===== config.mk =====
export PLATFORM = sky130hd
export DESIGN_NAME = iter_mul_flat
export DESIGN_NICKNAME = d
export VERILOG_FILES = /design/src/rtl/iter_mul_if.sv /design/src/rtl/iter_mul.sv /design/src/flat_wrapper.sv
export SDC_FILE = /design/constraint.sdc
export NUM_CORES = 1
export LEC_CHECK = 0
export BUFFER_PORTS_ARGS = -buffer_cell sky130_fd_sc_hd__buf_4
export CAP_MARGIN = 5
export CORE_ASPECT_RATIO = 1.4
export CORE_UTILIZATION = 30
export CTS_BUF_LIST = sky130_fd_sc_hd__clkbuf_4 sky130_fd_sc_hd__clkbuf_8
export DETAILED_ROUTE_END_ITERATION = 12
export MAX_ROUTING_LAYER = met4
export PLACE_DENSITY = 0.48
export RECOVER_POWER = 25
export SETUP_SLACK_MARGIN = 0.3
export SLEW_MARGIN = 20
export SYNTH_ARGS = -nofsm -noshare
export SYNTH_HDL_FRONTEND = slang
export SYNTH_SLANG_ARGS = --single-unit

===== constraint.sdc =====
create_clock -name clk -period 6.5 [get_ports clk]
set_clock_uncertainty 0.2 [all_clocks]
set_input_delay 0.325 -clock clk [delete_from_list [all_inputs] [get_ports clk]]
set_output_delay 0.325 -clock clk [all_outputs]
set_load 0.05 [all_outputs]

===== src/rtl/iter_mul_if.sv =====
// Bus bundle for iter_mul: operation request, status and result signals.
// Carries the accumulate addend only when ITER_MUL_ACCUM_EN is defined.
interface iter_mul_if #(
    parameter int WIDTH = 32
);
    // Handshake: start is taken on a rising edge only while busy=0; done pulses
    // for one cycle when result_lo/result_hi/flags have just been loaded.
    logic               start;
    logic [1:0]         mode;
    logic [WIDTH-1:0]   a;
    logic [WIDTH-1:0]   b;
`ifdef ITER_MUL_ACCUM_EN
    logic [2*WIDTH-1:0] acc;
`endif
    logic               busy;
    logic               done;
    logic [WIDTH-1:0]   result_lo;
    logic [WIDTH-1:0]   result_hi;
    logic [1:0]         flags;

`ifdef ITER_MUL_ACCUM_EN
    modport master (output start, mode, a, b, acc,
                    input  busy, done, result_lo, result_hi, flags);
    modport slave  (input  start, mode, a, b, acc,
                    output busy, done, result_lo, result_hi, flags);
`else
    modport master (output start, mode, a, b,
                    input  busy, done, result_lo, result_hi, flags);
    modport slave  (input  start, mode, a, b,
                    output busy, done, result_lo, result_hi, flags);
`endif
endinterface


===== src/rtl/iter_mul.sv =====
// Iterative radix-2 shift-add multiplier (MUL/UMULL/SMULL), WIDTH+2 cycle latency.
// Optional accumulate of a 2*WIDTH addend in FIX when ITER_MUL_ACCUM_EN is defined.
module iter_mul #(
    parameter int WIDTH = 32
) (
    input  logic       clk,
    input  logic       reset,
    iter_mul_if.slave  bus,
    output logic [1:0] o_dbg_state
);
    localparam int CW = $clog2(WIDTH);
    localparam logic [CW-1:0] LAST = CW'(WIDTH - 1);
    localparam logic [1:0] MODE_MUL   = 2'b00;
    localparam logic [1:0] MODE_SMULL = 2'b10;

    typedef enum logic [1:0] {
        IDLE = 2'd0,
        RUN  = 2'd1,
        FIX  = 2'd2
    } state_t;

    state_t             r_state;
    state_t             w_next;
    logic               w_accept;
    logic [CW-1:0]      r_cnt;
    logic [1:0]         r_mode;
    logic               r_neg;
    logic [2*WIDTH-1:0] r_mcand;
    logic [WIDTH-1:0]   r_mplier;
    logic [2*WIDTH-1:0] r_prod;
    logic [WIDTH-1:0]   r_lo;
    logic [WIDTH-1:0]   r_hi;
    logic [1:0]         r_flags;
    logic               r_done;
`ifdef ITER_MUL_ACCUM_EN
    logic [2*WIDTH-1:0] r_acc;
`endif

    logic               w_smull;
    logic [WIDTH-1:0]   w_mag_a;
    logic [WIDTH-1:0]   w_mag_b;
    logic [2*WIDTH-1:0] w_signed;
    logic [2*WIDTH-1:0] w_sum;
    logic               w_is_mul;
    logic [WIDTH-1:0]   w_fix_lo;
    logic [WIDTH-1:0]   w_fix_hi;
    logic [1:0]         w_fix_flags;

    // Only SMULL works on magnitudes; the most-negative value maps to 2^(WIDTH-1) unsigned.
    assign w_smull = (bus.mode == MODE_SMULL);
    assign w_mag_a = (w_smull && bus.a[WIDTH-1]) ? (~bus.a + 1'b1) : bus.a;
    assign w_mag_b = (w_smull && bus.b[WIDTH-1]) ? (~bus.b + 1'b1) : bus.b;

    always_ff @(posedge clk) begin
        if (!reset) begin
            r_state <= IDLE;
        end else begin
            r_state <= w_next;
        end
    end

    always_comb begin
        w_next   = r_state;
        w_accept = 1'b0;
        case (r_state)
            IDLE: begin
                if (bus.start) begin
                    w_next   = RUN;
                    w_accept = 1'b1;
                end
            end
            RUN: begin
                if (r_cnt == LAST) begin
                    w_next = FIX;
                end
            end
            FIX:     w_next = IDLE;
            default: w_next = IDLE;
        endcase
    end

    always_comb begin
        w_is_mul = (r_mode == MODE_MUL);
        w_signed = r_neg ? (~r_prod + 1'b1) : r_prod;
`ifdef ITER_MUL_ACCUM_EN
        w_sum    = w_signed + r_acc;
`else
        w_sum    = w_signed;
`endif
        w_fix_lo = w_sum[WIDTH-1:0];
        w_fix_hi = w_is_mul ? '0 : w_sum[2*WIDTH-1:WIDTH];
        if (w_is_mul) begin
            w_fix_flags = {w_sum[WIDTH-1], (w_sum[WIDTH-1:0] == '0)};
        end else begin
            w_fix_flags = {w_sum[2*WIDTH-1], (w_sum == '0)};
        end
    end

    always_ff @(posedge clk) begin
        if (!reset) begin
            r_cnt    <= '0;
            r_mode   <= '0;
            r_neg    <= 1'b0;
            r_mcand  <= '0;
            r_mplier <= '0;
            r_prod   <= '0;
            r_lo     <= '0;
            r_hi     <= '0;
            r_flags  <= '0;
            r_done   <= 1'b0;
`ifdef ITER_MUL_ACCUM_EN
            r_acc    <= '0;
`endif
        end else begin
            r_done <= 1'b0;
            case (r_state)
                IDLE: begin
                    if (w_accept) begin
                        r_cnt    <= '0;
                        r_mode   <= bus.mode;
                        r_neg    <= w_smull & (bus.a[WIDTH-1] ^ bus.b[WIDTH-1]);
                        r_mcand  <= {{WIDTH{1'b0}}, w_mag_a};
                        r_mplier <= w_mag_b;
                        r_prod   <= '0;
`ifdef ITER_MUL_ACCUM_EN
                        r_acc    <= (bus.mode == MODE_MUL) ?
                                    {{WIDTH{1'b0}}, bus.acc[WIDTH-1:0]} : bus.acc;
`endif
                    end
                end
                RUN: begin
                    if (r_mplier[0]) begin
                        r_prod <= r_prod + r_mcand;
                    end
                    r_mcand  <= r_mcand << 1;
                    r_mplier <= r_mplier >> 1;
                    r_cnt    <= r_cnt + 1'b1;
                end
                FIX: begin
                    r_lo    <= w_fix_lo;
                    r_hi    <= w_fix_hi;
                    r_flags <= w_fix_flags;
                    r_done  <= 1'b1;
                    r_cnt   <= '0;
                end
                default: r_cnt <= '0;
            endcase
        end
    end

    assign bus.busy      = (r_state != IDLE);
    assign bus.done      = r_done;
    assign bus.result_lo = r_lo;
    assign bus.result_hi = r_hi;
    assign bus.flags     = r_flags;
    assign o_dbg_state   = r_state;
endmodule


===== src/flat_wrapper.sv =====
// flat-port wrapper written by rule: the top's interface ports become plain ports
module iter_mul_flat 
#(
    parameter int WIDTH = 32
)
  (clk, reset, o_dbg_state, bus_start, bus_mode, bus_a, bus_b, bus_busy, bus_done, bus_result_lo, bus_result_hi, bus_flags);
  iter_mul_if #(.WIDTH(WIDTH)) bus_i ();
  input  logic clk;
  input  logic reset;
  output logic [1:0] o_dbg_state;
  input wire logic [$bits(bus_i.start)-1:0] bus_start;
  input wire logic [$bits(bus_i.mode)-1:0] bus_mode;
  input wire logic [$bits(bus_i.a)-1:0] bus_a;
  input wire logic [$bits(bus_i.b)-1:0] bus_b;
  output wire logic [$bits(bus_i.busy)-1:0] bus_busy;
  output wire logic [$bits(bus_i.done)-1:0] bus_done;
  output wire logic [$bits(bus_i.result_lo)-1:0] bus_result_lo;
  output wire logic [$bits(bus_i.result_hi)-1:0] bus_result_hi;
  output wire logic [$bits(bus_i.flags)-1:0] bus_flags;
  assign bus_i.start = bus_start;
  assign bus_i.mode = bus_mode;
  assign bus_i.a = bus_a;
  assign bus_i.b = bus_b;
  assign bus_busy = bus_i.busy;
  assign bus_done = bus_i.done;
  assign bus_result_lo = bus_i.result_lo;
  assign bus_result_hi = bus_i.result_hi;
  assign bus_flags = bus_i.flags;
  iter_mul #(.WIDTH(WIDTH)) u_core (.clk(clk), .reset(reset), .bus(bus_i), .o_dbg_state(o_dbg_state));
endmodule

==> results.cfg <==
[run_status]
status = complete, but fails checks
violations = capacitance limit, slew limit

[run]
drv_cap = 1

[worst_setup_path]
slowest_delay_ps = 570
crit_cells = 13
ff2ff_path_depth = 13
critPathTopFamily = compound AO/OA/AOI/OAI gates
worstPathBufferInverterCount = 1
crit_top_cell = o21ai_0
crit_type = reg2reg
required_ps = 6760
worstSetupStartpointType = flip-flop
arrival_ps = 4650
cp-end-kind = flip-flop
crit_path_max_fanout = 6
crit_chain = ha_1 -> inv_1 -> fa_1 -> nor2b_1 -> o211ai_1 -> a21o_1 -> o21ai_0 -> a21oi_1 -> o41a_1 -> o21ai_0 -> a21oi_1 -> o21ai_0 -> o211ai_1
slowest_stage = o21ai_0

[yosys]
synthSimpleGateAreaFrac_pct = 20.8
synth-main-ff-cell = dfxtp_1
synth_compound_area_share_pct = 27.3
ys_async_sr_fraction_pct = 0
synth_edf_count = 0
ys_top_cells_by_area = dfxtp_1 (31%), a21oi_1 (7.0%), nand2_1 (5.9%)
yosysUniqueCellTypes = 76
synth_top_area_share_pct = 31.3
synth.largest_area_cell = dfxtp_1
synth_fa_ha_area_share_pct = 5.82
syn_inst = 1975
synth_top_family_by_area = compound AO/OA/AOI/OAI gates
synth_xor_area_share_pct = 10.0
synth.yosys.warnings = 0
syn_area_mm2 = 0.0152
syn_area_per_cell_um2 = 7.69
muxShareOfSynthArea_pct = 0.404
seq_area_frac_synth_pct = 31.3
syn_nets = 2114
yosys_register_bits = 237

[die]
dieArea_mm2 = 0.0515
coreArea_mm2 = 0.0500
die_h_um = 268
rows = 97
ios = 139
die_w_um = 192
start_util_pct = 30.4

[grt]
overflow = 0
gr-usage-all-layers_pct = 19.4
antenna_found_initial = 2
grt_pass1_wl_um = 77500
grt_pass1_vias = 14200
grt_max_degree = 92

[detailed_routing]
viasPerCell = 5.34
routed-via-count = 14800
ant_nets = 0
drcViolationCount = 0
dr.pass1.iters = 6
drt_iter0_markers = 750
drt-total-wl_um = 49000
wl_per_cell_um = 17.7

[finish]
final_cells = 2777
drive_gt1_share_pct = 8.77
fin_area_mm2 = 0.0179
fillers = 5369
nNetsFinal = 2245
syn_to_final_growth_pct = 18.3

[pwr]
p_comb_share_pct = 12.4
power.switching_w = 0.000934
power.leakage_nw = 6.95
peakVddDrop_v = 0.000115
p_per_area_mw_per_mm2 = 189
p_int_w = 0.00246
seq_power_share_pct = 44.9
swShare_pct = 27.5
power_frac_clock_pct = 42.8

[cts]
clkLatencyLatePin_ps = 580
cts_tree = yes
cts-buffers-inserted = 41
ctsHtreeMaxLevel = 2
cts_root_buffer = clkbuf_8
clk_pin_slew_ps = 70
clock_sinks = 237
post-cts-setup-buffers = 0
clk_path_buf_depth = 3
cts_resized = 0

[timing]
hold_violations = 0
worstMarginPinSlew_ps = 2980
rsz0062_at_grt = no
fmax_mhz = 228
period_needed_ps = 4400
drv_slew = 65
setup_slack_ps = 2100
setup_viol = 0
tns_ps = 0
fin_crit_sh_pct = 67.6
slew_headroom_pct = -98.6
fin_hold_ws_ps = 44.7

[placement]
place_ws_ps = 2150
dpl.hpwl_um = 36400
placed_cells = 2634
io_buffers = 138
postPlaceCellArea_mm2 = 0.0166
routabilityCongestion = 0.886

[hold_path]
min_delay_path_depth = 5
hold_class = in2reg
[tightest hold or removal path, stage by stage]
cell and delay (ps):
buf_4 110, o41ai_1 90, xnor2_1 120, nand2_1 60
a21oi_1 50
[routing by layer]
| metal | up-vias | GRT usage (%) | wire length [um] |
|---|---|---|---|
| met4 | 0 | 6.09 | 1340 |
| li1 | 7431 | - | - |
| met1 | 6974 | 24.2 | 22500 |
| met3 | 83 | 2.38 | 1970 |
| met2 | 334 | 32.3 | 23200 |
| met5 | - | - | 0 |
[area by class of cell]
| cell class | instances | area (um2) | area share [%] |
|---|---|---|---|
| Clock buffer | 64 | 793 | 4.42 |
| Antenna cell | 2 | 5.00 | 0.0279 |
| Tap cell | 643 | 805 | 4.48 |
| Clock inverter | 5 | 55.1 | 0.307 |
| Sequential cell | 237 | 4750 | 26.4 |
| Multi-Input combinational cell | 1567 | 9800 | 54.6 |
| Inverter | 33 | 129 | 0.718 |
| Timing Repair Buffer | 226 | 1620 | 9.01 |
[cells in the mapped netlist (4+ instances only)]
master      n
nor3_1     24
mux2i_1     5
nor3b_1     7
buf_1       9
nand2_1   240
a32oi_1     8
o21a_1     15
o211ai_1    7
inv_1      32
nand4_1    30
xnor2_1    83
or4_4       4
and3_1     10
dfxtp_1   237
o41ai_1    16
nor2b_1    10
or3_1      27
a21o_1     33
xor2_1     91
clkbuf_1  122
o21ai_0   126
nor4_1     15
or2_2       4
o31ai_1    30
a21boi_0    4
a211oi_1   37
nand3_1    67
and2_1     24
or4_1       6
a31oi_1    11
a22oi_1    95
ha_1       69
nor2_1    168
a221oi_1    5
o21bai_1   16
a21oi_1   212
nand2b_1   13
buf_2       4
o221ai_1    4
[metrics by stage]
stage	util, %	power [W]
final	35.9	0.00340
after floorplan	-	0.00180
after CTS	36.4	0.00346
after global routing	35.9	0.00355
after detailed placement	33.3	0.00194
after global placement	33.3	0.00194
[placed cells by master (no fill, tap or decap), types with 15 or more instances in the layout]
master / count
o21bai_1: 16
nand3_1: 67
nor2_1: 166
o21a_1: 15
dfxtp_1: 236
clkbuf_1: 69
buf_4: 85
a21oi_1: 212
o31ai_1: 30
o21ai_0: 125
a211oi_1: 37
inv_1: 32
nand4_1: 30
xnor2_1: 83
and2_1: 23
a22oi_1: 95
nor4_1: 15
xor2_1: 91
a21o_1: 33
ha_1: 69
or3_1: 27
nor3_1: 23
nand2_1: 240
clkbuf_8: 50
dlygate4sd3_1: 72
o41ai_1: 16
[cells by family (layout without fill, tap and decap cells)]
| logic type | Yosys count | after routing |
|---|---|---|
| xor+xnor | 174 | 174 |
| flops | 237 | 237 |
| mux | 6 | 6 |
| simple gates | 667 | 667 |
| fa+ha+maj | 70 | 70 |
| other cells | 0 | 2 |
| compound gates | 650 | 650 |
| buf+inv | 171 | 328 |
[registers in the layout, summed over array words and instances, names as in the netlist]
signal                flops
u_core.bus.flags          2
u_core.r_prod            64
u_core.bus.result_hi     32
u_core.r_mplier          32
u_core.bus.done           1
u_core.r_neg              1
u_core.o_dbg_state        2
u_core.r_mode             2
u_core.r_cnt              5
u_core.r_mcand           64
u_core.bus.result_lo     32
[worst paths after layout]
| path | start | to | slack, ps |
|---|---|---|---|
| setup / recovery | u_core.r_prod[0]$_SDFFE_PN0P_ | u_core.r_prod[62]$_SDFFE_PN0P_ | 2100 |
| hold / removal | bus_a[9] | u_core.r_mcand[12]$_SDFFE_PN0P_ | 40 |
| setup reg to reg | u_core.r_prod[0]$_SDFFE_PN0P_ | u_core.r_prod[62]$_SDFFE_PN0P_ | 2100 |
| hold reg to reg | u_core.bus.result_lo[0]$_SDFFE_PN0P_ | u_core.bus.result_lo[0]$_SDFFE_PN0P_ | 260 |
[repair_timing]
action	CTS	global route
hold endpoints to repair	84	0
hold buffers	72	0
endpoints found under the setup margin	0	0
[power groups by stage]
stage          registers (W)  logic, W  clock network [W]
6_report             0.00152  0.000420            0.00145
5_1_grt              0.00153  0.000468            0.00156
4_1_cts              0.00152  0.000425            0.00151
3_5_place_dp         0.00156  0.000388                  0
3_3_place_gp         0.00156  0.000386                  0
2_1_floorplan        0.00154  0.000261                  0
No activity file was read; power rests on OpenSTA's default activity.
